==> src/rtl/instr_fetch_unit_if.sv <==
// Fetch-side bus bundle: instruction-memory read port plus the
// valid/ready instruction stream and redirect inputs from the datapath.
`timescale 1ns/1ps
interface instr_fetch_unit_if #(
    parameter int ADDR_W = 10
);
    logic              imem_en;
    logic [ADDR_W-1:0] imem_addr;
    logic [31:0]       imem_rdata;
    logic [31:0]       instr;
    logic [31:0]       instr_pc;
    logic [31:0]       instr_pc_plus4;
    logic              instr_valid;
    logic              instr_ready;
    logic              branch_taken;
    logic              jump;

    modport master (
        output imem_en, imem_addr, instr, instr_pc, instr_pc_plus4, instr_valid,
        input  imem_rdata, instr_ready, branch_taken, jump
    );

    modport slave (
        input  imem_en, imem_addr, instr, instr_pc, instr_pc_plus4, instr_valid,
        output imem_rdata, instr_ready, branch_taken, jump
    );
endinterface

==> src/rtl/instr_fetch_unit.sv <==
// Instruction fetch stage: owns the PC, issues one-cycle-latency reads to
// the instruction memory, buffers returned words in a 2-entry queue and
// resolves taken branches / jumps from the instruction being consumed.
`timescale 1ns/1ps
module instr_fetch_unit #(
    parameter int          ADDR_W   = 10,
    parameter logic [31:0] RESET_PC = 32'h0000_0000
) (
    input  logic               clk,
    input  logic               rst_n,
    instr_fetch_unit_if.master bus
);
    // fetch pointer and the read currently returning from memory
    logic [31:0] pc;
    logic        vld_p1;
    logic [31:0] tag_p1;

    // queue: head entry drives the outputs directly, tail holds the second word
    logic [1:0]  count;
    logic [31:0] head_instr;
    logic [31:0] head_pc;
    logic [31:0] tail_instr;
    logic [31:0] tail_pc;

    logic        deq;
    logic        redirect;
    logic        issue;
    logic        enq;
    logic [2:0]  credit;
    logic [31:0] head_pc_plus4;
    logic [31:0] target;

    assign deq           = (count != 2'd0) & bus.instr_ready;
    assign redirect      = deq & (bus.jump | bus.branch_taken);
    // slots already committed next cycle: queued words plus the returning read
    assign credit        = {1'b0, count} + {2'b00, vld_p1} - {2'b00, deq};
    // rst_n gate keeps the read strobe low for the whole time reset is held
    assign issue         = rst_n & ~redirect & (credit < 3'd2);
    // a word returning in the redirect cycle belongs to the wrong path
    assign enq           = vld_p1 & ~redirect;
    assign head_pc_plus4 = head_pc + 32'd4;

    assign bus.imem_en        = issue;
    assign bus.imem_addr      = pc[ADDR_W+1:2];
    assign bus.instr          = head_instr;
    assign bus.instr_pc       = head_pc;
    assign bus.instr_pc_plus4 = head_pc_plus4;
    assign bus.instr_valid    = (count != 2'd0);

    // Redirect target of the head instruction; jump wins over branch.
    always_comb begin
        if (bus.jump) begin
            target = {head_pc_plus4[31:28], head_instr[25:0], 2'b00};
        end else begin
            target = head_pc_plus4 + {{14{head_instr[15]}}, head_instr[15:0], 2'b00};
        end
    end

    // Control state: PC, in-flight flag, queue occupancy and the visible head.
    always_ff @(posedge clk or negedge rst_n) begin
        if (!rst_n) begin
            pc         <= RESET_PC;
            vld_p1     <= 1'b0;
            count      <= 2'd0;
            head_instr <= 32'd0;
            head_pc    <= 32'd0;
        end else begin
            vld_p1 <= issue;
            if (redirect) begin
                pc <= target;
            end else if (issue) begin
                pc <= pc + 32'd4;
            end

            if (redirect) begin
                count <= 2'd0;
            end else begin
                case (count)
                    2'd0: begin
                        if (enq) begin
                            head_instr <= bus.imem_rdata;
                            head_pc    <= tag_p1;
                            count      <= 2'd1;
                        end
                    end
                    2'd1: begin
                        if (deq && enq) begin
                            head_instr <= bus.imem_rdata;
                            head_pc    <= tag_p1;
                        end else if (deq) begin
                            count <= 2'd0;
                        end else if (enq) begin
                            count <= 2'd2;
                        end
                    end
                    2'd2: begin
                        if (deq) begin
                            head_instr <= tail_instr;
                            head_pc    <= tail_pc;
                            if (!enq) begin
                                count <= 2'd1;
                            end
                        end
                    end
                    default: count <= 2'd0;
                endcase
            end
        end
    end

    // Data-only registers: read tag and the tail slot need no reset.
    always_ff @(posedge clk) begin
        if (issue) begin
            tag_p1 <= pc;
        end
        if (enq && (((count == 2'd1) && !deq) || ((count == 2'd2) && deq))) begin
            tail_instr <= bus.imem_rdata;
            tail_pc    <= tag_p1;
        end
    end

    // Credit accounting must never let a returning word land on a full queue.
    overflow_chk: assert property (@(posedge clk) disable iff (!rst_n)
        !(enq && !deq && (count == 2'd2)));
endmodule

==> src/flat_wrapper.sv <==
// flat-port wrapper written by rule: the top's interface ports become plain ports
module instr_fetch_unit_flat 
#(
    parameter int          ADDR_W   = 10,
    parameter logic [31:0] RESET_PC = 32'h0000_0000
)
  (clk, rst_n, bus_imem_en, bus_imem_addr, bus_instr, bus_instr_pc, bus_instr_pc_plus4, bus_instr_valid, bus_imem_rdata, bus_instr_ready, bus_branch_taken, bus_jump);
  instr_fetch_unit_if #(.ADDR_W(ADDR_W)) bus_i ();
  input  logic clk;
  input  logic rst_n;
  output wire logic [$bits(bus_i.imem_en)-1:0] bus_imem_en;
  output wire logic [$bits(bus_i.imem_addr)-1:0] bus_imem_addr;
  output wire logic [$bits(bus_i.instr)-1:0] bus_instr;
  output wire logic [$bits(bus_i.instr_pc)-1:0] bus_instr_pc;
  output wire logic [$bits(bus_i.instr_pc_plus4)-1:0] bus_instr_pc_plus4;
  output wire logic [$bits(bus_i.instr_valid)-1:0] bus_instr_valid;
  input wire logic [$bits(bus_i.imem_rdata)-1:0] bus_imem_rdata;
  input wire logic [$bits(bus_i.instr_ready)-1:0] bus_instr_ready;
  input wire logic [$bits(bus_i.branch_taken)-1:0] bus_branch_taken;
  input wire logic [$bits(bus_i.jump)-1:0] bus_jump;
  assign bus_imem_en = bus_i.imem_en;
  assign bus_imem_addr = bus_i.imem_addr;
  assign bus_instr = bus_i.instr;
  assign bus_instr_pc = bus_i.instr_pc;
  assign bus_instr_pc_plus4 = bus_i.instr_pc_plus4;
  assign bus_instr_valid = bus_i.instr_valid;
  assign bus_i.imem_rdata = bus_imem_rdata;
  assign bus_i.instr_ready = bus_instr_ready;
  assign bus_i.branch_taken = bus_branch_taken;
  assign bus_i.jump = bus_jump;
  instr_fetch_unit #(.ADDR_W(ADDR_W), .RESET_PC(RESET_PC)) u_core (.clk(clk), .rst_n(rst_n), .bus(bus_i));
endmodule
==> config.mk <==
export PLATFORM = sky130hd
export DESIGN_NAME = instr_fetch_unit_flat
export DESIGN_NICKNAME = d
export VERILOG_FILES = /design/src/rtl/instr_fetch_unit_if.sv /design/src/rtl/instr_fetch_unit.sv /design/src/flat_wrapper.sv
export SDC_FILE = /design/constraint.sdc
export NUM_CORES = 1
export LEC_CHECK = 0
export ABC_AREA = 1
export CORE_MARGIN = 8
export CORE_UTILIZATION = 50
export DETAILED_ROUTE_END_ITERATION = 12
export GPL_TIMING_DRIVEN = 1
export PLACE_DENSITY = 0.73
export SLEW_MARGIN = 20
export SYNTH_ARGS = -nofsm -noshare
export SYNTH_HDL_FRONTEND = slang
export SYNTH_SLANG_ARGS = --single-unit
==> constraint.sdc <==
create_clock -name clk -period 5.5 [get_ports clk]
set_input_delay 1.1 -clock clk [delete_from_list [all_inputs] [get_ports clk]]
set_output_delay 1.1 -clock clk [all_outputs]
set_load 0.1 [all_outputs]
==> flow_summary.json, run 1 <==
{
  "status": "complete, no violations",
  "antenna_found_initial": 0,
  "hold_buffers": 0,
  "ctsResizeCount": 0,
  "postRouteAntennaNets": 0,
  "final_nets": 1682,
  "cts_root_buf": "clkbuf_16",
  "fp.dieW_microns": 168,
  "syn_area_sq_um": 11600,
  "cts_num_sinks": 195,
  "setup.worst_path.start_class": "flop",
  "layout_commonest_cell": "nand2_1",
  "max_freq_mhz": 210,
  "max-clock-path-buffers": 2,
  "vias": 10292,
  "post_drt_wl_per_cell_microns": 18.8,
  "crit_path_end_kind": "output pin",
  "cts_tree": "built",
  "ys_seq_area_frac": 0.464,
  "hold_path_class": "flop to flop",
  "drtPass1Iterations": 5,
  "grt_max_degree": 68,
  "n_fill_cell": 2103,
  "synth.area.top_cells": "edfxtp_1 (25%), dfrtp_1 (21%), nand2_1 (16%), inv_1 (5.7%), nor2_1 (4.1%)",
  "cts_setup_buffers": 0,
  "clk_latency_ns": 0.44,
  "syn-num-nets": 1563,
  "dieArea_sq_um": 28200,
  "finalSetupViolations": 0,
  "timing.final.crit_share": 0.865,
  "grt_first_pass_wirelength_microns": 56100,
  "worstSetupPathType": "flop to output pin",
  "yosysWarningCount": 0,
  "io_pins": 145,
  "num_antenna_cells": 0,
  "drc": 0,
  "synthArstFlopShare": 0.508,
  "drv_slew": 0,
  "multi_input_area_sq_um": 5220,
  "yosys.area.top_type_share": 0.250,
  "ff_latch_area_sq_um": 5360,
  "synth.distinct_cells": 44,
  "worst_pin_slew_ns": 1.02,
  "htree_levels": 4,
  "post-dp-hpwl_microns": 27100,
  "grt_usage": 0.255,
  "skew_ns": 0.0114,
  "fp.dieH_microns": 168,
  "ys.flop_type": "dfrtp_1",
  "worstPathArrival_ns": 3.66,
  "fin_tns_setup_ns": 0,
  "cts_buffers": 17,
  "synth_top_area_cell": "edfxtp_1",
  "wl_microns": 35800,
  "grt_pass1_vias": 9762,
  "ys_ff_latch": 195,
  "clk_pin_slew_ns": 0.08,
  "via_per_inst": 5.40,
  "layout-drive-gt1-share": 0.0451,
  "period_minus_slack_ns": 4.76,
  "avgSynthCellArea_sq_um": 7.76,
  "grt.overflow.total": 0,
  "final_cell_mix": "nand2_1 (498), inv_1 (175), clkdlybuf4s50_1 (137), nor2_1 (124), dfrtp_1 (99)",
  "portBuffers": 144,
  "rsz0062_at_grt": "false",
  "gp_congestion": 0.945,
  "cp.required_ns": 4.40,
  "timing.max_cap.violations": 0,
  "syn_to_final_growth_pct": 19.0,
  "rows": 55,
  "synth-edff-count": 96,
  "hold_violations": 0,
  "initial_utilization": 0.510,
  "initialDrtViolationCount": 875,
  "path_max_fanout": 4,
  "slew-limit-headroom": 0.319,
  "synth_cells": 1488,
  "core_area_sq_um": 22600
}
## kinds of logic after synthesis
family | count (synthesis) | synth area share
AOI/OAI and AO/OA | 221 | 0.104
xor gates and xnor gates | 54 | 0.0409
adders and majority gates | 38 | 0.0425
buffers and inverters | 234 | 0.0868
DFF | 195 | 0.464
and+or+nand+nor | 746 | 0.262
## state kept, by name (all words and copies together), names as in the netlist
name	cells
u_core.bus.instr_pc	32
u_core.vld_p1	1
u_core.bus.instr	32
u_core.tag_p1	32
u_core.tail_pc	32
u_core.pc	32
u_core.tail_instr	32
u_core.count	2
## metal layers
| layer | track usage | wire length, microns | vias to the layer above |
|---|---|---|---|
| met2 | 0.391 | 16100 | 376 |
| met1 | 0.346 | 15800 | 4808 |
| li1 | - | - | 5042 |
| met5 | 0 | 0 | - |
| met4 | 0.109 | 1330 | 0 |
| met3 | 0.0519 | 2460 | 66 |
## cell type report
type                    count  area share
inverters                 180      0.0493
clock buffers              17      0.0309
well taps                 285      0.0259
repair buffers            154       0.112
clock inverters            15      0.0129
flip-flops and latches    195       0.390
multi-input cells        1059       0.379
## worst max-delay path, cell delays in order (launching register included)
cell,delay [ns]
dfrtp_1,0.40
ha_1,0.20
nand2_1,0.11
nor2_1,0.27
nand3_1,0.19
nor2_1,0.28
nand2_1,0.13
xor2_1,0.39
clkdlybuf4s50_1,1.23
## metrics by stage
step	instance area (sq um)	setup slack (ns)	util	hold WS, ns	std cells
after floorplan	11600	0.0481	-	0.425	1488
after global placement	13100	1.08	0.581	0.430	1873
after detailed placement	13100	1.04	0.581	0.434	1873
after CTS	13800	0.769	0.607	0.451	1905
after global routing	13800	0.676	0.607	0.458	1905
final	13800	0.741	0.607	0.452	1905
## path summary, 6_finish.rpt
| kind | cells after the start | end | startpoint | slack, ns |
|---|---|---|---|---|
| setup / recovery | 8 | bus_instr_pc_plus4[16] | u_core.bus.instr_pc[3]$_DFFE_PN0P_ | 0.74 |
| hold / removal | 0 | u_core.tail_pc[4]$_DFFE_PP_ | u_core.tag_p1[4]$_DFFE_PP_ | 0.45 |
| setup reg to reg | 20 | u_core.pc[23]$_DFFE_PN0P_ | u_core.bus.instr_pc[3]$_DFFE_PN0P_ | 1.54 |
| hold reg to reg | 0 | u_core.tail_pc[4]$_DFFE_PP_ | u_core.tag_p1[4]$_DFFE_PP_ | 0.45 |
| max in group asynchronous | 2 | u_core.pc[25]$_DFFE_PN0P_ | rst_n | 3.58 |
| min in group asynchronous | 1 | u_core.bus.instr_pc[17]$_DFFE_PN0P_ | rst_n | 0.62 |
## synth_stat cells (3+ instances only)
| cell type | number |
|---|---|
| nor2_1 | 126 |
| ha_1 | 36 |
| buf_4 | 20 |
| buf_2 | 3 |
| o21ai_2 | 4 |
| o31ai_1 | 4 |
| a21oi_1 | 82 |
| o21ai_1 | 56 |
| a22oi_1 | 4 |
| buf_1 | 3 |
| inv_1 | 175 |
| or2_2 | 6 |
| nor4_1 | 5 |
| nor3b_1 | 3 |
| dfrtp_1 | 99 |
| buf_6 | 6 |
| nand4_1 | 14 |
| o21ai_0 | 57 |
| o21bai_1 | 3 |
| edfxtp_1 | 96 |
| xor2_1 | 47 |
| xnor2_1 | 7 |
| clkbuf_1 | 22 |
| nand3_1 | 56 |
| nand3b_1 | 3 |
| inv_2 | 5 |
| nand2_1 | 498 |
| nor3_1 | 26 |
Power of run 1 is not shown: default switching activity piles up to over one toggle a cycle in this logic, so the estimate is an artifact.
==> inputs of run 2 (changes only) <==
--- a/config.mk
+++ b/config.mk
@@ -7,10 +7,10 @@
 export LEC_CHECK = 0
 export ABC_AREA = 1
 export CORE_MARGIN = 8
-export CORE_UTILIZATION = 50
+export CORE_UTILIZATION = 60
 export DETAILED_ROUTE_END_ITERATION = 12
 export GPL_TIMING_DRIVEN = 1
-export PLACE_DENSITY = 0.73
+export PLACE_DENSITY = 0.85
 export SLEW_MARGIN = 20
 export SYNTH_ARGS = -nofsm -noshare
 export SYNTH_HDL_FRONTEND = slang
==> constraint.sdc (replaced) <==
create_clock -name clk -period 6 [get_ports clk]
set_input_delay 1.2 -clock clk [delete_from_list [all_inputs] [get_ports clk]]
set_output_delay 1.2 -clock clk [all_outputs]
set_load 0.1 [all_outputs]
==> flow_summary.json, run 2 (same netlist as run 1, synthesis figures left out) <==
{
  "cts_setup_buffers": 0,
  "clk_latency_ns": 0.44,
  "grt.overflow.total": 0,
  "fp.dieW_microns": 155,
  "status": "complete, no violations",
  "grtUsageMet2": 0.485,
  "initial_utilization": 0.613,
  "hold_violations": 0,
  "dp_slack_ns": 1.17,
  "grt_usage": 0.303,
  "cts_tree": "built",
  "rr_worst_depth": 21,
  "max_freq_mhz": 203,
  "cp.required_ns": 4.80,
  "antenna_found_initial": 0,
  "setup.worst_path.start_class": "flop",
  "min_path_cells": 0,
  "timing.max_cap.violations": 0,
  "crit_path_end_kind": "output pin",
  "timing.final.crit_share": 0.823,
  "hold_buffers": 0,
  "layout-drive-gt1-share": 0.0432,
  "grt_first_pass_wirelength_microns": 56200,
  "fin_tns_setup_ns": 0,
  "worstSetupPathType": "flop to output pin",
  "initialDrtViolationCount": 1062,
  "htree_levels": 4,
  "finalSetupViolations": 0,
  "setup_ws_ns": 1.06,
  "rows": 50,
  "globalRoute.busiestLayer": "met2",
  "io_pins": 145,
  "postRouteAntennaNets": 0,
  "slew-limit-headroom": 0.314,
  "worst_hold_path.endpoint": "u_core.tag_p1[1]$_DFFE_PP_",
  "final_nets": 1684,
  "drv_slew": 0,
  "via_per_inst": 5.62,
  "syn_to_final_growth_pct": 18.7,
  "holdCritStartpoint": "u_core.pc[1]$_DFFE_PN0P_",
  "grtUsageMet3": 0.0577,
  "worst_pin_slew_ns": 1.03,
  "cts_root_buf": "clkbuf_16",
  "final_cell_mix": "nand2_1 (498), inv_1 (175), clkdlybuf4s50_1 (142), nor2_1 (124), dfrtp_1 (99)",
  "fp.dieH_microns": 155,
  "cts_buffers": 17,
  "core_area_sq_um": 18800,
  "grt_pass1_vias": 10007,
  "max-clock-path-buffers": 2,
  "vias": 10586,
  "worstSetupStartpoint": "u_core.bus.instr_pc[3]$_DFFE_PN0P_",
  "wl_microns": 36200,
  "timing.rr.end": "u_core.pc[27]$_DFFE_PN0P_",
  "portBuffers": 144,
  "post_drt_wl_per_cell_microns": 19.2,
  "rsz0062_at_grt": "false",
  "dieArea_sq_um": 24000,
  "drtPass1Iterations": 8,
  "layout_commonest_cell": "nand2_1",
  "cts_num_sinks": 195,
  "ctsResizeCount": 0,
  "hold_path_class": "flop to flop",
  "skew_ns": 0.0153,
  "worstReg2RegStart": "u_core.bus.instr_pc[3]$_DFFE_PN0P_",
  "gp_congestion": 0.948,
  "grtUsageMet1": 0.400,
  "worstPathArrival_ns": 3.74,
  "r2r_slack_ns": 2.10,
  "grt_max_degree": 71,
  "period_minus_slack_ns": 4.94,
  "post-dp-hpwl_microns": 27700,
  "drc": 0,
  "num_antenna_cells": 0,
  "path_max_fanout": 4,
  "clk_pin_slew_ns": 0.08
}
[run 2: cell types whose count changed in the layout (fill, tap and decap cells not counted), sizes merged]
cell           before  now
clkdlybuf4s50     137  142
buf                17   14
clkinvlp            1    0
inv               188  189
[run 2: worst max-delay path: stages (launching register included)]
cell             delay (ns)
dfrtp_1                0.39
ha_1                   0.20
nand2_1                0.11
nor2_1                 0.26
nand3_1                0.16
nor2_1                 0.35
nand2_1                0.14
nor2_1                 0.17
xor2_1                 0.29
clkdlybuf4s50_1        1.20
[run 2: per-stage QoR]
step                      cells  area [sq um]  hold slack, ns   util
after detailed placement   1850         13100           0.434  0.697
after floorplan            1488         11600           0.425      -
after global placement     1850         13100           0.428  0.697
final                      1882         13700           0.457  0.728
after CTS                  1882         13700           0.453  0.728
after global routing       1882         13700           0.467  0.728
[run 2: cell type report]
class,count,area (sq um)
Inverter,180,676
Clock buffer,17,425
Timing Repair Buffer,156,1540
Clock inverter,15,174
Sequential cell,195,5360
Fill cell,1453,5110
Tap cell,260,325
Multi-Input combinational cell,1059,5220
[run 2: how the worst max path moves through the flow]
stage | end | cells past startpoint
after floorplan | u_core.pc[31]$_DFFE_PN0P_ | 22
after global placement | bus_imem_en | 11
after detailed placement | bus_imem_en | 11
after CTS | bus_instr_pc_plus4[18] | 9
after global routing | bus_instr_pc_plus4[18] | 9
final | bus_instr_pc_plus4[18] | 9
[run 2: metal layers]
metal,share of wire,up-vias
met5,0,-
met1,0.42,4925
met3,0.087,70
li1,-,5046
met2,0.47,545
met4,0.032,0
Power of run 2 is left out for the same reason.
